==> src/rtl/spi_transaction_fsm.sv <==
// -----------------------------------------------------------------------------
// spi_transaction_fsm
//
// Control state machine for the SPI slave peripheral. It watches conditioned,
// edge-detected SPI inputs and sequences one transaction:
//   header (ADDR_BITS address bits followed by the R/W bit) -> address latch ->
//   either a read (memory wait, shift-register load, shift out with MISO
//   driven) or a write (shift in, then commit to data memory).
// All strobes are single-clk pulses; misoBufferEnable is a level.
//
// Optional feature (compile-time macro SPI_FSM_BURST_EN):
//   defined   - at the end of each word the address latch is advanced and the
//               next word follows, until chip select is released.
//   undefined - a single word per transaction; addressIncrement is tied to 0.
//
// Parameters:
//   ADDR_BITS     address bits per header (header length ADDR_BITS+1)
//   DATA_BITS     data bits per word
//   READ_LATENCY  clk cycles spent waiting between address latch and the
//                 shift-register load (1..15)
//
// Ports:
//   clk                    system clock, rising edge
//   reset                  synchronous, active-high
//   sClkPosEdge            one-clk pulse per conditioned SCLK rising edge
//   chipSelectConditioned  conditioned CS, 0 = selected
//   readWriteEnable        R/W bit from the shift register, 1 = read
//   addressWriteEnable     pulse: latch address
//   SRWriteEnable          pulse: parallel-load shift register from memory
//   misoBufferEnable       level: drive MISO
//   DMWriteEnable          pulse: write data memory
//   addressIncrement       pulse: advance address latch (burst only)
// -----------------------------------------------------------------------------
module spi_transaction_fsm #(
  parameter int ADDR_BITS    = 7,
  parameter int DATA_BITS    = 8,
  parameter int READ_LATENCY = 2
) (
  input  logic clk,
  input  logic reset,
  input  logic sClkPosEdge,
  input  logic chipSelectConditioned,
  input  logic readWriteEnable,
  output logic addressWriteEnable,
  output logic SRWriteEnable,
  output logic misoBufferEnable,
  output logic DMWriteEnable,
  output logic addressIncrement
);

  localparam int HDR_LEN = ADDR_BITS + 1;
  localparam int MAX_LEN = (HDR_LEN > DATA_BITS) ? HDR_LEN : DATA_BITS;
  localparam int CNT_W   = $clog2(MAX_LEN + 1);

  // Terminal counts: the transition happens on the edge that would have made
  // the counter reach the full length, so we compare against length-1.
  localparam logic [CNT_W-1:0] HDR_LAST  = CNT_W'(HDR_LEN - 1);
  localparam logic [CNT_W-1:0] DATA_LAST = CNT_W'(DATA_BITS - 1);
  localparam logic [3:0]       WAIT_LAST = 4'(READ_LATENCY - 1);

  typedef enum logic [3:0] {
    IDLE,
    HEADER,
    DECODE,
    READ_WAIT,
    READ_LOAD,
    READ_SHIFT,
    WRITE_SHIFT,
    WRITE_COMMIT,
    WORD_END,
    DONE
  } state_t;

  state_t           state_reg,    state_next;
  logic [CNT_W-1:0] bit_cnt_reg,  bit_cnt_next;
  logic [3:0]       wait_cnt_reg, wait_cnt_next;
  logic             is_read_reg,  is_read_next;

  // ---------------------------------------------------------------------------
  // State register
  // ---------------------------------------------------------------------------
  always_ff @(posedge clk) begin
    if (reset) begin
      state_reg    <= IDLE;
      bit_cnt_reg  <= '0;
      wait_cnt_reg <= '0;
      is_read_reg  <= 1'b0;
    end else begin
      state_reg    <= state_next;
      bit_cnt_reg  <= bit_cnt_next;
      wait_cnt_reg <= wait_cnt_next;
      is_read_reg  <= is_read_next;
    end
  end

  // ---------------------------------------------------------------------------
  // Next-state logic
  // ---------------------------------------------------------------------------
  always_comb begin
    state_next    = state_reg;
    bit_cnt_next  = bit_cnt_reg;
    wait_cnt_next = wait_cnt_reg;
    is_read_next  = is_read_reg;

    case (state_reg)
      IDLE: begin
        if (!chipSelectConditioned) state_next = HEADER;
      end

      HEADER: begin
        if (sClkPosEdge) begin
          if (bit_cnt_reg == HDR_LAST) state_next = DECODE;
          else                         bit_cnt_next = bit_cnt_reg + 1'b1;
        end
      end

      // The R/W bit has just settled into the shift-register LSB; remember it
      // so the word-end state knows which direction a burst continues in.
      DECODE: begin
        is_read_next = readWriteEnable;
        state_next   = readWriteEnable ? READ_WAIT : WRITE_SHIFT;
      end

      READ_WAIT: begin
        if (wait_cnt_reg == WAIT_LAST) state_next = READ_LOAD;
        else                           wait_cnt_next = wait_cnt_reg + 1'b1;
      end

      READ_LOAD: begin
        state_next = READ_SHIFT;
      end

      READ_SHIFT: begin
        if (sClkPosEdge) begin
          if (bit_cnt_reg == DATA_LAST) state_next = WORD_END;
          else                          bit_cnt_next = bit_cnt_reg + 1'b1;
        end
      end

      WRITE_SHIFT: begin
        if (sClkPosEdge) begin
          if (bit_cnt_reg == DATA_LAST) state_next = WRITE_COMMIT;
          else                          bit_cnt_next = bit_cnt_reg + 1'b1;
        end
      end

      WRITE_COMMIT: begin
        state_next = WORD_END;
      end

      WORD_END: begin
`ifdef SPI_FSM_BURST_EN
        // Next word in the same direction; the address latch handles wrap.
        state_next = is_read_reg ? READ_WAIT : WRITE_SHIFT;
`else
        state_next = DONE;
`endif
      end

      // Stay here, ignoring SCLK, until chip select is released below.
      DONE: begin
        state_next = DONE;
      end

      default: begin
        state_next = IDLE;
      end
    endcase

    // Every state entry starts with fresh counters.
    if (state_next != state_reg) begin
      bit_cnt_next  = '0;
      wait_cnt_next = '0;
    end

    // Deselect overrides everything, including an SCLK edge in the same cycle,
    // so an aborted word never reaches the commit state.
    if (chipSelectConditioned) begin
      state_next    = IDLE;
      bit_cnt_next  = '0;
      wait_cnt_next = '0;
      is_read_next  = 1'b0;
    end
  end

  // ---------------------------------------------------------------------------
  // Outputs (decoded from the registered state)
  // ---------------------------------------------------------------------------
  always_comb begin
    addressWriteEnable = (state_reg == DECODE);
    SRWriteEnable      = (state_reg == READ_LOAD);
    DMWriteEnable      = (state_reg == WRITE_COMMIT);
    misoBufferEnable   = (state_reg == READ_LOAD) ||
                         (state_reg == READ_SHIFT) ||
                         ((state_reg == WORD_END) && is_read_reg);
`ifdef SPI_FSM_BURST_EN
    // Only advance the address if the master is still holding CS for the
    // next word.
    addressIncrement   = (state_reg == WORD_END) && !chipSelectConditioned;
`else
    addressIncrement   = 1'b0;
`endif
  end

endmodule

==> config.mk <==
export PLATFORM = sky130hd
export DESIGN_NAME = spi_transaction_fsm
export DESIGN_NICKNAME = d
export VERILOG_FILES = /design/src/rtl/spi_transaction_fsm.sv
export SDC_FILE = /design/constraint.sdc
export NUM_CORES = 1
export LEC_CHECK = 0
export ABC_AREA = 1
export ABC_CLOCK_PERIOD_IN_PS = 3700
export CAP_MARGIN = 20
export CORE_MARGIN = 3
export CORE_UTILIZATION = 58
export CTS_CLUSTER_SIZE = 30
export DETAILED_ROUTE_END_ITERATION = 7
export PLACE_DENSITY = 0.91
export REMOVE_ABC_BUFFERS = 1
export SETUP_SLACK_MARGIN = 0.2
export SLEW_MARGIN = 0
export SYNTH_ARGS = -nofsm -noshare
export SYNTH_HDL_FRONTEND = slang
export SYNTH_SLANG_ARGS = --single-unit
export TNS_END_PERCENT = 1
==> constraint.sdc <==
create_clock -name clk -period 3.7 [get_ports clk]
set_clock_uncertainty 0.1 [all_clocks]
set_input_delay 1.11 -clock clk [delete_from_list [all_inputs] [get_ports clk]]
set_output_delay 1.11 -clock clk [all_outputs]
set_load 0.02 [all_outputs]
# Yosys cells after proc, flatten, opt, wreduce, memory -nomap -nowiden
# Index checks and enable logic that the tools add are counted.
dict set report word_totals {
  ff_bits 13
  latch_bits 0
  ram_bits 0
  romBits 0
  output_inout_bits 5
  mem_count 0
}
dict set report op_classes {
  n_addsub 2
  mul 0
  div_mod_pow 0
  n_lt_le_gt_ge 0
  eq_ne 12
  shift 0
  n_mux 10
  bitwise 2
  reduce_logical 10
}
# cell n
set op_table {}
lappend op_table {{case mux 4 bit (9 select lines)} 1}
lappend op_table {{2-to-1 mux 4 bit} 8}
lappend op_table {{== test 4 x 3 -> 1 bit, second input constant} 5}
lappend op_table {{adder 4 x 1 -> 4 bit, second input constant} 2}
lappend op_table {{== test 4 x 1 -> 1 bit, second input constant} 2}
lappend op_table {{== test 4 x 2 -> 1 bit, second input constant} 2}
lappend op_table {{== test 4 bit, second input constant} 2}
lappend op_table {{OR reduction 3 bit} 2}
lappend op_table {{zero test 4 bit} 1}
lappend op_table {{!= test 4 bit} 1}
lappend op_table {{OR reduction 2 bit} 2}
lappend op_table {{2-to-1 mux 3 bit} 1}
lappend op_table {{AND reduction 3 bit} 1}
lappend op_table {{logical OR 1 bit} 2}
lappend op_table {{NOT 1 bit} 2}
lappend op_table {{AND reduction 2 bit} 1}
lappend op_table {{logical AND 1 bit} 1}

# Longest topological paths before layout
dict set report logic_depth {
  ltp_word 6
  ltp_mapped 12
  depth_no_buf 12
}

# Worst setup path before layout
# No wires, ideal clock.
dict set report synth_path {
  kind {input to register}
  start {in chipSelectConditioned}
  end {reg bit_cnt_reg[0]}
  arrival_time_ns 2.035
  required_ns 3.535
  path_slack_ns 1.500
  stages 7
  path_buffers 1
  path_cell_list {or2_2 buf_1 nor3_1 nand2_1 nor2_2 nand2_2 nor2_1}
}
dict set report synth_via {
  elab_chain_len 4
}
# element line
set synth_lines {}
lappend synth_lines {{start, declared} 42} ;# input logic chipSelectConditioned,
lappend synth_lines {{2-to-1 mux 4 bit} 107} ;# if (!chipSelectConditioned) state_next = HEADER;
lappend synth_lines {{case mux 4 bit (9 select lines)} 105} ;# case (state_reg)
lappend synth_lines {{!= test 4 bit} 171} ;# if (state_next != state_reg) begin
lappend synth_lines {{OR reduction 3 bit (no source line) (*)} -}
lappend synth_lines {{end signal, assigned} 90} ;# bit_cnt_reg <= bit_cnt_next;
lappend synth_lines {{end, declared} 75} ;# logic [CNT_W-1:0] bit_cnt_reg, bit_cnt_next;
# Every way passes the cells marked *; elsewhere a longest branch is shown, timed or not.
# A chain may end at the register's enable or synchronous reset.

# Worst setup path after layout
dict set report layout_path {
  start {reg state_reg[1]}
  end {out DMWriteEnable}
}
dict set report layout_via {
  elab_chain_len 1
}
# element line
set layout_lines {}
lappend layout_lines {{start, declared} 74} ;# state_t state_reg, state_next;
lappend layout_lines {{start signal, assigned} 89} ;# state_reg <= state_next;
lappend layout_lines {{== test 4 x 3 -> 1 bit} 192} ;# DMWriteEnable = (state_reg == WRITE_COMMIT);
lappend layout_lines {{end, declared} 47} ;# output logic DMWriteEnable,
# No other way between the ends.

==> impl_metrics.csv <==
group,metric,value,unit
outcome,outcome,"finished clean",
worst_setup_path,worstSetupStartpointType,"flop",
place,gp_routability_congestion,0.945,
floorplanning,core_region_area,1350,um^2
sta,sum_of_negative_setup_slack,0,ns
power,cellLeakagePower,0.417,nW
clock_network,max-clock-path-buffers,2,
synthesis,ys_async_sr_fraction,0,
worst_setup_path,crit_type,"flop to primary output",
worst_setup_path,setup.worst_path.start,"state_reg[1]$_SDFF_PP0_",
power,internal_power,0.191,mW
power,p_sw_frac,0.242,
power,comb_power_share,0.086,
power,switchingPower,0.0611,mW
final_layout,flow.area_growth_from_synthesis,13.2,%
route,vias_per_cell,5.45,
synthesis,post-synth-top-area-cell,"sky130_fd_sc_hd__dfxtp_1",
floorplanning,die_footprint,1990,um^2
clock_network,clock_tree.htree_level_count,1,
power,peakVddDrop,161,uV
synthesis,yosys.cell_count.top_type,"sky130_fd_sc_hd__nor2_1",
run,max_cap_viol_count,0,
synthesis,syn-cell-area,866,um^2
clock_network,worstSkewPairLatency,0.28,ns
clock_network,cts-buffers-inserted,3,
grt,grt_use_met3,0.0447,
synthesis,synth_edf_count,0,
clock_network,cts_tree,"yes",
synthesis,synthDominantCellAreaShare,0.301,
route,vias,889,
clock_network,root_buffer,"sky130_fd_sc_hd__clkbuf_4",
grt,grt_pass1_wl,3190,um
final_layout,final-seq-area,260,um^2
clock_network,cts.sinks,13,
floorplanning,placement_rows,13,
min_path,min-delay-start,"is_read_reg$_SDFFE_PP0P_",
grt,gr-usage-met2,0.332,
route,routedWlPerCell,11.4,um
clock_network,post-cts-setup-buffers,0,
grt,globalRouteOverflowTotal,0,
worst_setup_path,cp_data_required_time,2.49,ns
grt,maximum_number_of_pins_on_one_net_before_global_route_repair,9,
place,place_ws,0.953,ns
floorplanning,num_io_pins,10,
route,detail_route.first_pass.iterations,4,
power,share_seq_of_total_power,0.561,
final_layout,post_route_cells_drive_above_1_share,0.108,
place,buffer_ports.inserted,8,
worst_setup_path,critical_path.endpoint_type,"primary output",
sta,fin_ws,0.741,ns
route,totalWireLength,1860,um
floorplanning,die_w,44.6,um
floorplanning,initial_core_util,0.641,
route,remaining_drc_errors,0,
min_path,worstHoldPathType,"flop to flop",
final_layout,multi_input_combinational_cell_area,515,um^2
synthesis,avg_inst_size_synth,6.27,um^2
sta,min_period,2.96,ns
sta,setup_violating_endpoint_count_in_the_final_report,0,
clock_network,cts_hold_buffers_added,0,
synthesis,synth_top_flop_cell,"sky130_fd_sc_hd__dfxtp_1",
synthesis,sequential_cell_area_fraction_in_the_yosys_report,0.301,
sta,rsz0062_at_grt,"no",
synthesis,area_contributors_post_synth,"sky130_fd_sc_hd__dfxtp_1 30%, sky130_fd_sc_hd__nor2_1 13%, sky130_fd_sc_hd__nand2_1 12%",
worst_setup_path,rr_startpoint,"state_reg[1]$_SDFF_PP0_",
worst_setup_path,regToRegSetupSlack,1.95,ns
power,power.clock.fraction,0.353,
synthesis,synth_cells,138,
final_layout,fillCellCount,120,
synthesis,ys_types,22,
sta,post_route_clock_period_utilization,0.800,
clock_network,cts-resized-gates,0,
grt,grt.busiest_layer,"met2",
synthesis,synthesis.yosys.warnings,0,
worst_setup_path,worstPathMaxFanout,7,
clock_network,clk_pin_slew,0.08,ns
power,pwr_density_cell,258,nW/um^2
route,detail-route-antenna-nets,0,
synthesis,ys_top_cells_by_count,"29 x sky130_fd_sc_hd__nor2_1, 28 x sky130_fd_sc_hd__nand2_1, 18 x sky130_fd_sc_hd__inv_1",
synthesis,yosys_register_bits,13,
route,dr.first_iter.drc_count,35,
place,dp_hpwl,1390,um
grt,antenna_found_initial,0,
sta,max_freq,338,MHz
worst_setup_path,cp.arrival,1.75,ns
sta,report.final.hold_viol_count,0,
final_layout,diodes,0,
grt,grt_pass1_vias,766,
floorplanning,floorplan.die.height,44.6,um
final_layout,nNetsFinal,157,
grt,grt_met1_use,0.285,
grt,global_route.usage.total,0.218,
sta,drv_slew,0,
==> metrics by stage <==
| stage | util | hold slack [ns] | area (um^2) | instances | power [mW] |
|---|---|---|---|---|---|
| final | 0.726 | 0.405 | 980 | 163 | 0.252 |
| after global routing | 0.726 | 0.437 | 980 | 163 | 0.263 |
| after CTS | 0.726 | 0.405 | 980 | 163 | 0.253 |
| after detailed placement | 0.706 | 0.394 | 953 | 159 | 0.166 |
| after global placement | 0.706 | 0.384 | 953 | 159 | 0.166 |
| after floorplan | - | 0.373 | 855 | 136 | 0.159 |
==> area by class of cell <==
type / count / area share
tap: 15 / 0.0192
sequential: 13 / 0.266
timing repair buffer: 8 / 0.0817
inverter: 21 / 0.0805
multi-input combinational: 102 / 0.526
clock buffer: 4 / 0.0268
==> critical path: stages, from the launching register on <==
cell and delay, ns:
sky130_fd_sc_hd__dfxtp_1 0.52, sky130_fd_sc_hd__nand2_1 0.14, sky130_fd_sc_hd__nor2_1 0.18, sky130_fd_sc_hd__clkdlybuf4s50_1 0.63
==> per-layer routing <==
layer	wire length, um	vias up
li1	-	443
met1	848	399
met2	814	41
met3	142	6
met4	49	0
met5	0	-
==> power by group through the flow <==
stage / logic, mW / registers [mW] / clock network, mW
after floorplan: 0.0141 / 0.145 / 0
after global placement: 0.0209 / 0.145 / 0
after detailed placement: 0.0214 / 0.145 / 0
after CTS: 0.0217 / 0.142 / 0.0893
after global routing: 0.0248 / 0.142 / 0.0961
final: 0.0217 / 0.142 / 0.0890
==> final timing paths <==
kind,end,cells after the start
setup / recovery,DMWriteEnable,3
setup reg to reg,wait_cnt_reg[3]$_SDFFE_PP0P_,11
hold / removal,is_read_reg$_SDFFE_PP0P_,2
hold reg to reg,is_read_reg$_SDFFE_PP0P_,2
==> cell families after synthesis <==
kind of cell | synth area share
and+or+nand+nor | 0.438
buffers and inverters | 0.104
DFF | 0.301
AOI/OAI and AO/OA | 0.0491
xor gates and xnor gates | 0.0607
adders and majority gates | 0.0434
other | 0.00433
==> layout by cell type, fill, tap and decap left out, types with 2 or more instances in the layout <==
master / netlist / layout
sky130_fd_sc_hd__ha_1: 3 / 3
sky130_fd_sc_hd__inv_1: 18 / 18
sky130_fd_sc_hd__nand4_1: 3 / 3
sky130_fd_sc_hd__a21oi_1: 4 / 4
sky130_fd_sc_hd__dfxtp_1: 13 / 13
sky130_fd_sc_hd__xnor2_1: 5 / 5
sky130_fd_sc_hd__o21ai_0: 2 / 2
sky130_fd_sc_hd__nor2_2: 6 / 6
sky130_fd_sc_hd__inv_2: 3 / 3
sky130_fd_sc_hd__nand3_1: 8 / 8
sky130_fd_sc_hd__nand2_1: 28 / 28
sky130_fd_sc_hd__nand2_2: 2 / 2
sky130_fd_sc_hd__clkbuf_4: 0 / 3
sky130_fd_sc_hd__clkdlybuf4s50_1: 0 / 8
sky130_fd_sc_hd__a31oi_1: 2 / 2
sky130_fd_sc_hd__nor3_1: 5 / 5
sky130_fd_sc_hd__nor2_1: 29 / 29
No activity file was read; power rests on OpenSTA's default activity.
